===== src/rtl/albacore_uart_rx.sv =====
// 8N1 UART receiver with a show-ahead receive FIFO and sticky error flags.
// Define ALBACORE_UART_RX_PARITY_EN to expect one even-parity bit after bit 7.
module albacore_uart_rx #(
  parameter int CLKS_PER_BIT = 434,
  parameter int FIFO_DEPTH   = 4
) (
  input  logic                          clk,
  input  logic                          reset,
  input  logic                          rx_serial,
  input  logic                          rd_en,
  input  logic                          clr_err,
  output logic [7:0]                    rx_data,
  output logic                          rx_valid,
  output logic [$clog2(FIFO_DEPTH):0]   rx_count,
  output logic                          overrun,
  output logic                          frame_err,
  output logic                          parity_err
);
  localparam int          AW        = $clog2(FIFO_DEPTH);
  localparam logic [15:0] BIT_LAST  = 16'(CLKS_PER_BIT - 1);
  localparam logic [15:0] HALF_LAST = 16'(CLKS_PER_BIT / 2 - 1);
  localparam logic [AW:0] FULL_CNT  = (AW + 1)'(FIFO_DEPTH);

  typedef enum logic [2:0] {
    IDLE, START, DATA,
`ifdef ALBACORE_UART_RX_PARITY_EN
    PARITY,
`endif
    STOP, RECOVER
  } state_t;

  state_t        state;
  logic          rx_meta, rx_s;
  logic [15:0]   cnt;
  logic [2:0]    bit_idx;
  logic [7:0]    shift;
  logic          tick_bit, tick_half, stop_ev, frame_ev, par_ev, par_ok;
  logic          push, pop, full, wr, ov_ev;
  logic [7:0]    mem [FIFO_DEPTH];
  logic [AW-1:0] wr_ptr, rd_ptr;

  // Synchronizer: idles high so reset never looks like a start bit.
  always_ff @(posedge clk or posedge reset) begin
    if (reset) begin
      rx_meta <= 1'b1;
      rx_s    <= 1'b1;
    end else begin
      rx_meta <= rx_serial;
      rx_s    <= rx_meta;
    end
  end

`ifdef ALBACORE_UART_RX_PARITY_EN
  logic par_bad;
  assign par_ok = !par_bad;
  assign par_ev = (state == PARITY) && tick_bit && (rx_s != (^shift));
`else
  assign par_ok = 1'b1;
  assign par_ev = 1'b0;
`endif

  always_comb begin
    tick_bit  = (cnt == BIT_LAST);
    tick_half = (cnt == HALF_LAST);
    stop_ev   = (state == STOP) && tick_bit;
    frame_ev  = stop_ev && !rx_s;
    push      = stop_ev && rx_s && par_ok;
    full      = (rx_count == FULL_CNT);
    pop       = rd_en && (rx_count != '0);
    wr        = push && (!full || pop);
    ov_ev     = push && full && !pop;
  end

  always_ff @(posedge clk or posedge reset) begin
    if (reset) begin
      state   <= IDLE;
      cnt     <= '0;
      bit_idx <= '0;
`ifdef ALBACORE_UART_RX_PARITY_EN
      par_bad <= 1'b0;
`endif
    end else begin
      cnt <= cnt + 16'd1;
      case (state)
        IDLE: begin
          cnt     <= '0;
          bit_idx <= '0;
          if (!rx_s) state <= START;
        end
        START: if (tick_half) begin
          cnt     <= '0;
          bit_idx <= '0;
          state   <= rx_s ? IDLE : DATA;
        end
        DATA: if (tick_bit) begin
          cnt     <= '0;
          bit_idx <= bit_idx + 3'd1;
`ifdef ALBACORE_UART_RX_PARITY_EN
          if (bit_idx == 3'd7) state <= PARITY;
`else
          if (bit_idx == 3'd7) state <= STOP;
`endif
        end
`ifdef ALBACORE_UART_RX_PARITY_EN
        PARITY: if (tick_bit) begin
          cnt     <= '0;
          par_bad <= (rx_s != (^shift));
          state   <= STOP;
        end
`endif
        STOP: if (tick_bit) begin
          cnt   <= '0;
          state <= rx_s ? IDLE : RECOVER;
        end
        RECOVER: begin
          // A held-low break must not be mistaken for a new start bit.
          cnt <= '0;
          if (rx_s) state <= IDLE;
        end
        default: state <= IDLE;
      endcase
    end
  end

  always_ff @(posedge clk) begin
    if (state == DATA && tick_bit) shift <= {rx_s, shift[7:1]};
  end

  always_ff @(posedge clk) begin
    if (wr) mem[wr_ptr] <= shift;
  end

  // Simultaneous push and pop on a full FIFO overwrites the slot being popped.
  always_ff @(posedge clk or posedge reset) begin
    if (reset) begin
      wr_ptr   <= '0;
      rd_ptr   <= '0;
      rx_count <= '0;
    end else begin
      if (wr)  wr_ptr <= wr_ptr + AW'(1);
      if (pop) rd_ptr <= rd_ptr + AW'(1);
      if (wr && !pop)      rx_count <= rx_count + (AW + 1)'(1);
      else if (pop && !wr) rx_count <= rx_count - (AW + 1)'(1);
    end
  end

  always_ff @(posedge clk or posedge reset) begin
    if (reset) begin
      overrun    <= 1'b0;
      frame_err  <= 1'b0;
      parity_err <= 1'b0;
    end else begin
      if (clr_err) begin
        overrun    <= 1'b0;
        frame_err  <= 1'b0;
        parity_err <= 1'b0;
      end
      if (ov_ev)    overrun    <= 1'b1;
      if (frame_ev) frame_err  <= 1'b1;
      if (par_ev)   parity_err <= 1'b1;
    end
  end

  assign rx_valid = (rx_count != '0);
  assign rx_data  = rx_valid ? mem[rd_ptr] : 8'h00;

endmodule

===== config.mk =====
export PLATFORM = sky130hd
export DESIGN_NAME = albacore_uart_rx
export DESIGN_NICKNAME = d
export VERILOG_FILES = /design/src/rtl/albacore_uart_rx.sv
export SDC_FILE = /design/constraint.sdc
export NUM_CORES = 1
export LEC_CHECK = 0
export CAP_MARGIN = 10
export CELL_PAD_IN_SITES_DETAIL_PLACEMENT = 1
export CELL_PAD_IN_SITES_GLOBAL_PLACEMENT = 1
export CORE_ASPECT_RATIO = 1.2
export CORE_MARGIN = 8
export CORE_UTILIZATION = 45
export CTS_BUF_LIST = sky130_fd_sc_hd__clkbuf_8
export DETAILED_ROUTE_END_ITERATION = 10
export PLACE_DENSITY = 0.77
export SKIP_CTS_REPAIR_TIMING = 1
export SLEW_MARGIN = 20
export SYNTH_ARGS = -nofsm -noshare
export SYNTH_HDL_FRONTEND = slang
export SYNTH_SLANG_ARGS = --single-unit

===== constraint.sdc =====
create_clock -name clk -period 5.5 [get_ports clk]
set_input_delay 1.1 -clock clk [delete_from_list [all_inputs] [get_ports clk]]
set_output_delay 1.1 -clock clk [all_outputs]
set_load 0.05 [all_outputs]

==> impl_metrics.toml, run 1 <==
[final_layout]
final_core_util = 0.523
area_growth_pct = 15.3
final_cell_count_no_fill = 348
drive_gt1_frac = 0.159
insertedDiodeCount = 0
nNetsFinal = 269

[power]
power.total_uw = 1040
vdd_drop_max_v = 0.000111
leakagePower_uw = 0.00139
p_per_area_nw_per_um2 = 279

[die]
die_area_um2 = 10100
die_w_um = 93.3
row_count = 34
core_area_um2 = 7100
initial_core_util = 0.454
io_pins = 20
die_h_um = 109

[yosys]
ys_seq_elements = 73
yosysTopAreaCellShare = 0.372
synthesis.area_um2 = 3230
synth.distinct_cells = 48
syn_inst = 229
yosysSeqAreaShare = 0.629
yosysTopAreaCell = "edfxtp_1"
ys.flop_type = "edfxtp_1"
ys_top_cells_by_count = "edfxtp_1, dfrtp_1, nor2_1, nand2_1, and2_1"
synth_edf_count = 40
async_flop_share = 0.452
yosys.cell_count.top_type = "edfxtp_1"
synth.avg_cell_area_um2 = 14.1
yosysWarnings = 0
syn-num-nets = 245
synth_area_leaders = "edfxtp_1, dfrtp_1, mux4_2, ha_1, xnor2_1"

[place]
gpl.final_weighted_congestion = 0.739
dpl.hpwl_um = 4140
portBuffers = 18
place_inst = 332

[setup_path]
path_max_fanout = 10
start_kind = "register"
crit_required_ps = 4400
crit_type = "reg2out"
arrival_ps = 2520
cp-end-kind = "output pin"

[sta]
fin_skew_ps = 9.96
rsz0062_at_grt = "false"
max-slew-margin-rel = 0.391
period_needed_ps = 3620
tns_ps = 0
hold_viol = 0
setup_viol = 0
report.final.slew_viol_count = 0
worst_slew_pin_slew_ps = 909
fin_crit_sh = 0.657
max_freq_mhz = 277

[global_routing]
grt_max_degree = 34
grt_overflow = 0
grt_pass1_wl_um = 9940
grt_usage = 0.128
antenna_found_initial = 0
grt_pass1_vias = 2015

[clock_network]
cts.sinks = 73
root_buffer = "clkbuf_8"
cts.clk_slew.worst_paths_ps = 80
max-clock-path-buffers = 2
numCtsBuffers = 9
cts_max_level = 3
cts_tree = "built"
worstSkewPairLatency_ps = 340

[route]
route.vias.total = 1828
drtAntennaViolNets = 0
wirelength_um = 5870
dr.pass1.iters = 4
wire_per_inst_um = 16.9
drc_errors = 0
drtIter0Drc = 32
vias_per_cell = 5.25

[job]
drv_cap = 0

[worst_hold_path]
worstHoldPathType = "reg2reg"

[run_status]
status = "finished, final reports clean"
==> report_power, final <==
group | total [µW] | switching [µW] | internal, µW
clock | 454 | 199 | 255
combinational | 10.6 | 7.16 | 3.39
sequential | 574 | 0.779 | 574
total | 1040 | 207 | 832
==> layout by cell type (no fill, tap or decap), drive strengths merged, types with 6 or more instances in the layout <==
cell type	Yosys	layout
mux4	8	8
ha	10	10
edfxtp	40	40
inv	10	11
dfrtp	31	31
xnor2	11	11
nand3	6	6
and2	12	12
xor2	9	9
nor2	24	24
clkbuf	4	9
nand2	13	13
clkdlybuf4s50	0	18
==> critical path, stage by stage (launching register included) <==
cell and delay (ps):
dfrtp_1 720, mux4_2 580, and2_1 170, clkdlybuf4s50_1 700
==> registers in the layout, indices dropped and copies added (netlist names) <==
| register | cells |
|---|---|
| wr_ptr | 2 |
| rx_count | 3 |
| cnt | 16 |
| overrun | 1 |
| rd_ptr | 2 |
| state | 3 |
| rx_s | 1 |
| bit_idx | 3 |
| frame_err | 1 |
| shift | 8 |
| rx_meta | 1 |
| mem | 32 |
==> kinds of logic after synthesis <==
kind of cell | after synthesis | synth area share
AOI/OAI and AO/OA | 15 | 0.0345
xor gates and xnor gates | 20 | 0.0543
adders and majority gates | 11 | 0.0450
buffers and inverters | 16 | 0.0202
DFF | 73 | 0.629
muxes | 11 | 0.0675
other | 1 | 0.00116
and+or+nand+nor | 82 | 0.148
==> final timing paths <==
| path | from | end | slack, ps | cells after the start |
|---|---|---|---|---|
| worst max-delay path | rd_ptr[0] | rx_data[4] | 1880 | 3 |
| worst min-delay path | rx_meta | rx_s | 360 | 0 |
| worst max register to register | cnt[10] | rx_count[2] | 2260 | 10 |
| worst min register to register | rx_meta | rx_s | 360 | 0 |
| max in group asynchronous | reset | rx_s | 4000 | 3 |
| min in group asynchronous | reset | frame_err | 1160 | 3 |
==> routing by layer <==
metal	wire length [µm]	vias to the layer above	global-route usage
li1	-	870	-
met3	169	11	0.0248
met5	0	-	0
met2	3130	21	0.224
met4	118	0	0.0715
met1	2450	926	0.143
==> final cells by class <==
type	count	area [µm²]
Inverter	10	37.5
Timing Repair Buffer	19	188
Sequential cell	73	2030
Clock buffer	9	124
Clock inverter	7	96.3
Multi-Input combinational cell	140	1130
Fill cell	696	3390
Tap cell	90	113
==> metrics by stage <==
stage / worst slack, ps / instance area [µm²] / hold WS, ps
after floorplan: 2410 / 3230 / 345
after global placement: 2130 / 3500 / 347
after detailed placement: 2090 / 3500 / 351
after CTS: 1800 / 3720 / 362
after global routing: 1740 / 3720 / 368
final: 1880 / 3720 / 361
Note: power is estimated with default switching activity, not from simulation.
==> run 2: changes to the inputs <==
PLACE_DENSITY = 0.8   (was 0.77)
clock period = 3.25 ns   (was 5.5 ns; I/O delays follow)
==> run 2 against run 1 <==
Effect of this change:
- clock power up 71%
- cell count up 0.86%
- count of clock-buffer cells in the layout unchanged
- global-route usage up 0.25 points
- worst hold slack worse by 1.4 ps
- first-iteration DRC count up 59%
- sequential power up 69%
==> impl_metrics.toml, run 2 (same netlist as run 1, synthesis figures left out) <==
[run_status]
status = "finished, final reports clean"

[final_layout]
finish.instance_area_um2 = 3740
top_register = "mem"
regArea_um2 = 2030
reg_top3 = "mem (32), cnt (16), shift (8)"
mostFrequentLayoutCells = "edfxtp_1, dfrtp_1, nor2_1, clkdlybuf4s50_1, nand2_1"
mostFrequentLayoutCell = "edfxtp_1"
nNetsFinal = 272
fillers = 696
drive_gt1_frac = 0.169
insertedDiodeCount = 0
multi_input_area_um2 = 1130
area_growth_pct = 16.0
final_cell_count_no_fill = 351
largest_reg_flops = 32

[route]
drtIter0Drc = 51
dr.pass1.iters = 4
drc_errors = 0
wirelength_um = 6150
drtAntennaViolNets = 0
route.vias.total = 1828
vias_per_cell = 5.21
wire_per_inst_um = 17.5

[clock_network]
max-clock-path-buffers = 2
cts_tree = "built"
root_buffer = "clkbuf_8"
numCtsBuffers = 9
cts.clk_slew.worst_paths_ps = 80
cts_max_level = 3
worstSkewPairLatency_ps = 350
cts.sinks = 73

[worst_hold_path]
hold_start = "rx_meta"
hold_depth = 0
worstHoldPathType = "reg2reg"
holdPathEnd = "rx_s"

[global_routing]
antenna_found_initial = 0
grt_overflow = 0
grt_usage = 0.130
grt_max_degree = 18
grt_pass1_wl_um = 10100
grt_pass1_vias = 2046

[setup_path]
rr_endpoint = "rx_count[2]"
crit_required_ps = 2600
reg2reg_depth = 10
crit_start = "rd_ptr[0]"
arrival_ps = 2310
cp-end-kind = "output pin"
r2r-start = "cnt[10]"
path_max_fanout = 10
crit_type = "reg2out"
start_kind = "register"
r2r_slack_ps = 360

[sta]
fin_crit_sh = 0.910
setup_viol = 0
max-slew-margin-rel = 0.554
fin_skew_ps = 12.4
max_freq_mhz = 338
period_needed_ps = 2960
report.final.slew_viol_count = 0
rsz0062_at_grt = "false"
hold_viol = 0
tns_ps = 0
worst_slew_pin_slew_ps = 668

[die]
io_pins = 20
die_area_um2 = 10100
row_count = 34
die_w_um = 93.3
die_h_um = 109
initial_core_util = 0.454
core_area_um2 = 7100

[place]
portBuffers = 18
place_inst = 335
place_area_um2 = 3520
gpl.final_weighted_congestion = 0.776
dpl.hpwl_um = 4430

[power]
power.total_uw = 1770
vdd_drop_max_v = 0.000232
leakagePower_uw = 0.00141
p_per_area_nw_per_um2 = 473

[job]
drv_cap = 0
==> run 2: changes by cell type in the layout (fill, tap and decap cells not counted), sizes merged <==
cell    change
buf         +3
clkinv      -1
inv         +1
==> run 2: critical path, cell delays in order, from the launching register on <==
cell             delay [ps]
dfrtp_1                 330
buf_4                   220
mux4_2                  530
and2_1                  180
clkdlybuf4s50_1         700
==> run 2: worst max path at each step <==
stage	endpoint	slack (ps)	cells after the start
3_3_place_gp	rx_count[2]	460	10
4_1_cts	rx_data[2]	250	4
2_1_floorplan	rx_count[2]	370	10
3_5_place_dp	rx_count[1]	310	7
5_1_grt	rx_count[2]	200	10
6_report	rx_data[2]	290	4
==> run 2: stage by stage <==
step           hold slack (ps)  setup WS (ps)   util
6_report                   360            292  0.527
5_1_grt                    363            203  0.527
4_1_cts                    364            246  0.527
3_3_place_gp               346            459  0.496
3_5_place_dp               360            310  0.496
2_1_floorplan              345            373      -
==> run 2: metal layers <==
layer / vias to the layer above / GRT usage / wire length, µm
met1: 927 / 0.135 / 2480
li1: 873 / - / -
met5: - / 0 / 0
met3: 8 / 0.0331 / 194
met4: 0 / 0.0519 / 93
met2: 20 / 0.244 / 3380
==> run 2: cell type report <==
cell class                      count  share of cell area
Sequential cell                    73               0.542
Multi-Input combinational cell    140               0.302
Timing Repair Buffer               22              0.0562
Clock buffer                        9              0.0331
Tap cell                           90              0.0301
Clock inverter                      7              0.0258
Inverter                           10              0.0100
==> run 2: where the power goes <==
group / internal, µW / switching, µW / leakage, µW / total, µW
Clock: 433 / 344 / 0.000107 / 777
Combinational: 5.71 / 12.5 / 0.000505 / 18.2
Sequential: 971 / 1.48 / 0.000793 / 972
==> run 3: changes to the inputs <==
RECOVER_POWER = 25   (was unset)
==> run 3 against run 2 <==
Effect of this change:
- worst hold slack better by 5.4 ps
- first-iteration DRC count stayed put
- clock skew stayed put
- flip-flop and latch count stayed put
- utilization stayed put
- register-to-register slack hardly changed
- cell count stayed put
- via count stayed put
- die area stayed put
- non-clock buffer count stayed put
- total power hardly changed
- wire length stayed put
- critical path type unchanged
==> impl_metrics.toml, run 3 (same netlist as run 1, synthesis figures left out) <==
[run_status]
status = "finished, final reports clean"

[die]
core_area_um2 = 7100
die_h_um = 109
initial_core_util = 0.454
io_pins = 20
die_area_um2 = 10100
die_w_um = 93.3
row_count = 34

[clock_network]
root_buffer = "clkbuf_8"
cts.sinks = 73
max-clock-path-buffers = 2
numCtsBuffers = 9
cts_max_level = 3
cts_tree = "built"
cts.clk_slew.worst_paths_ps = 80
worstSkewPairLatency_ps = 350

[route]
drtAntennaViolNets = 0
drtIter0Drc = 51
wire_per_inst_um = 17.5
vias_per_cell = 5.21
route.vias.total = 1828
dr.pass1.iters = 4
wirelength_um = 6150
drc_errors = 0

[final_layout]
nNetsFinal = 272
insertedDiodeCount = 0
mostFrequentLayoutCell = "edfxtp_1"
top_register = "mem"
fillers = 696
mostFrequentLayoutCells = "edfxtp_1, dfrtp_1, nor2_1, clkdlybuf4s50_1, nand2_1"
largest_reg_flops = 32
reg_top3 = "mem (32), cnt (16), shift (8)"
drive_gt1_frac = 0.165
area_growth_pct = 16.0

[worst_hold_path]
worstHoldPathType = "reg2reg"

[sta]
tns_ps = 0
hold_viol = 0
max-slew-margin-rel = 0.554
period_needed_ps = 2960
rsz0062_at_grt = "false"
max_freq_mhz = 338
fin_crit_sh = 0.910
fin_skew_ps = 12.4
hold_slack_ps = 365
report.final.slew_viol_count = 0
setup_viol = 0
worst_slew_pin_slew_ps = 668

[place]
dpl.hpwl_um = 4430
portBuffers = 18
gpl.final_weighted_congestion = 0.776

[power]
internal_power_uw = 1410
switching_share = 0.203
pwr-share-seq = 0.550
power.total_uw = 1770
p_per_area_nw_per_um2 = 472
p_clk_frac = 0.440
vdd_drop_max_v = 0.000232
leakagePower_uw = 0.00140
p_switching_uw = 358
p_comb_frac = 0.010

[global_routing]
grt_pass1_vias = 2046
antenna_found_initial = 0
grt_max_degree = 18
grt_usage = 0.130
grt_pass1_wl_um = 10100
grt_overflow = 0

[setup_path]
crit_slowest_cell = "clkdlybuf4s50_1"
critical_path.top_delay_family = "buffers and inverters"
crit_type = "reg2out"
cp-end-kind = "output pin"
cpPeakStageDelay_ps = 700
start_kind = "register"
crit_buf_inv = 2
crit_required_ps = 2600
path_max_fanout = 10
cp_cell_sequence = "buf_4, mux4_2, and2_1, clkdlybuf4s50_1"
arrival_ps = 2310

[job]
drv_cap = 0
## run 3: cell counts in the layout (fill, tap and decap cells not counted)
No cell type changed its count.
## run 3: power groups by stage
stage | sequential (µW) | combinational, µW | clock, µW
6_report | 972 | 18.2 | 777
5_1_grt | 972 | 20.8 | 822
4_1_cts | 972 | 19.1 | 799
3_5_place_dp | 992 | 19.1 | 0
3_3_place_gp | 992 | 18.2 | 0
2_1_floorplan | 991 | 10.4 | 0
## run 3: worst paths after layout
path                            cells past startpoint          end  slack [ps]  startpoint
worst min-delay path                                0         rx_s         370     rx_meta
worst max register to register                     10  rx_count[2]         360     cnt[10]
worst max-delay path                                4   rx_data[2]         290   rd_ptr[0]
max in group asynchronous                           3      rx_meta        1800       reset
worst min register to register                      0         rx_s         370     rx_meta
min in group asynchronous                           2      overrun         690       reset
## run 3: worst reg2reg max path, cell delays in order (launching register included)
cell	delay, ps
dfrtp_1	430
or4_4	570
nor4_4	370
nand3_2	160
nor3b_2	230
ha_1	220
inv_1	70
fa_1	370
xor2_1	150
nor2_1	110
xor2_1	160
## run 3: per-layer routing
| metal | vias up | GRT usage | share of wire |
|---|---|---|---|
| met5 | - | 0 | 0 |
| met4 | 0 | 0.0519 | 0.015 |
| met3 | 8 | 0.0331 | 0.032 |
| met2 | 20 | 0.244 | 0.55 |
| met1 | 927 | 0.135 | 0.40 |
| li1 | 873 | - | - |
## run 3: per-stage QoR
step                      setup WS [ps]  std cells   util  cell area [µm²]
final                               292        351  0.527             3740
after CTS                           246        351  0.527             3740
after global routing                203        351  0.527             3740
after detailed placement            310        335  0.496             3520
after floorplan                     373        229      -             3230
after global placement              459        335  0.496             3520
## run 3: area by class of cell
| cell class | instances | area, µm² | share of cell area |
|---|---|---|---|
| clock buffer | 9 | 124 | 0.0331 |
| multi-input combinational | 140 | 1130 | 0.302 |
| tap | 90 | 113 | 0.0301 |
| clock inverter | 7 | 96.3 | 0.0258 |
| sequential | 73 | 2030 | 0.542 |
| timing repair buffer | 22 | 210 | 0.0562 |
| inverter | 10 | 37.5 | 0.0100 |
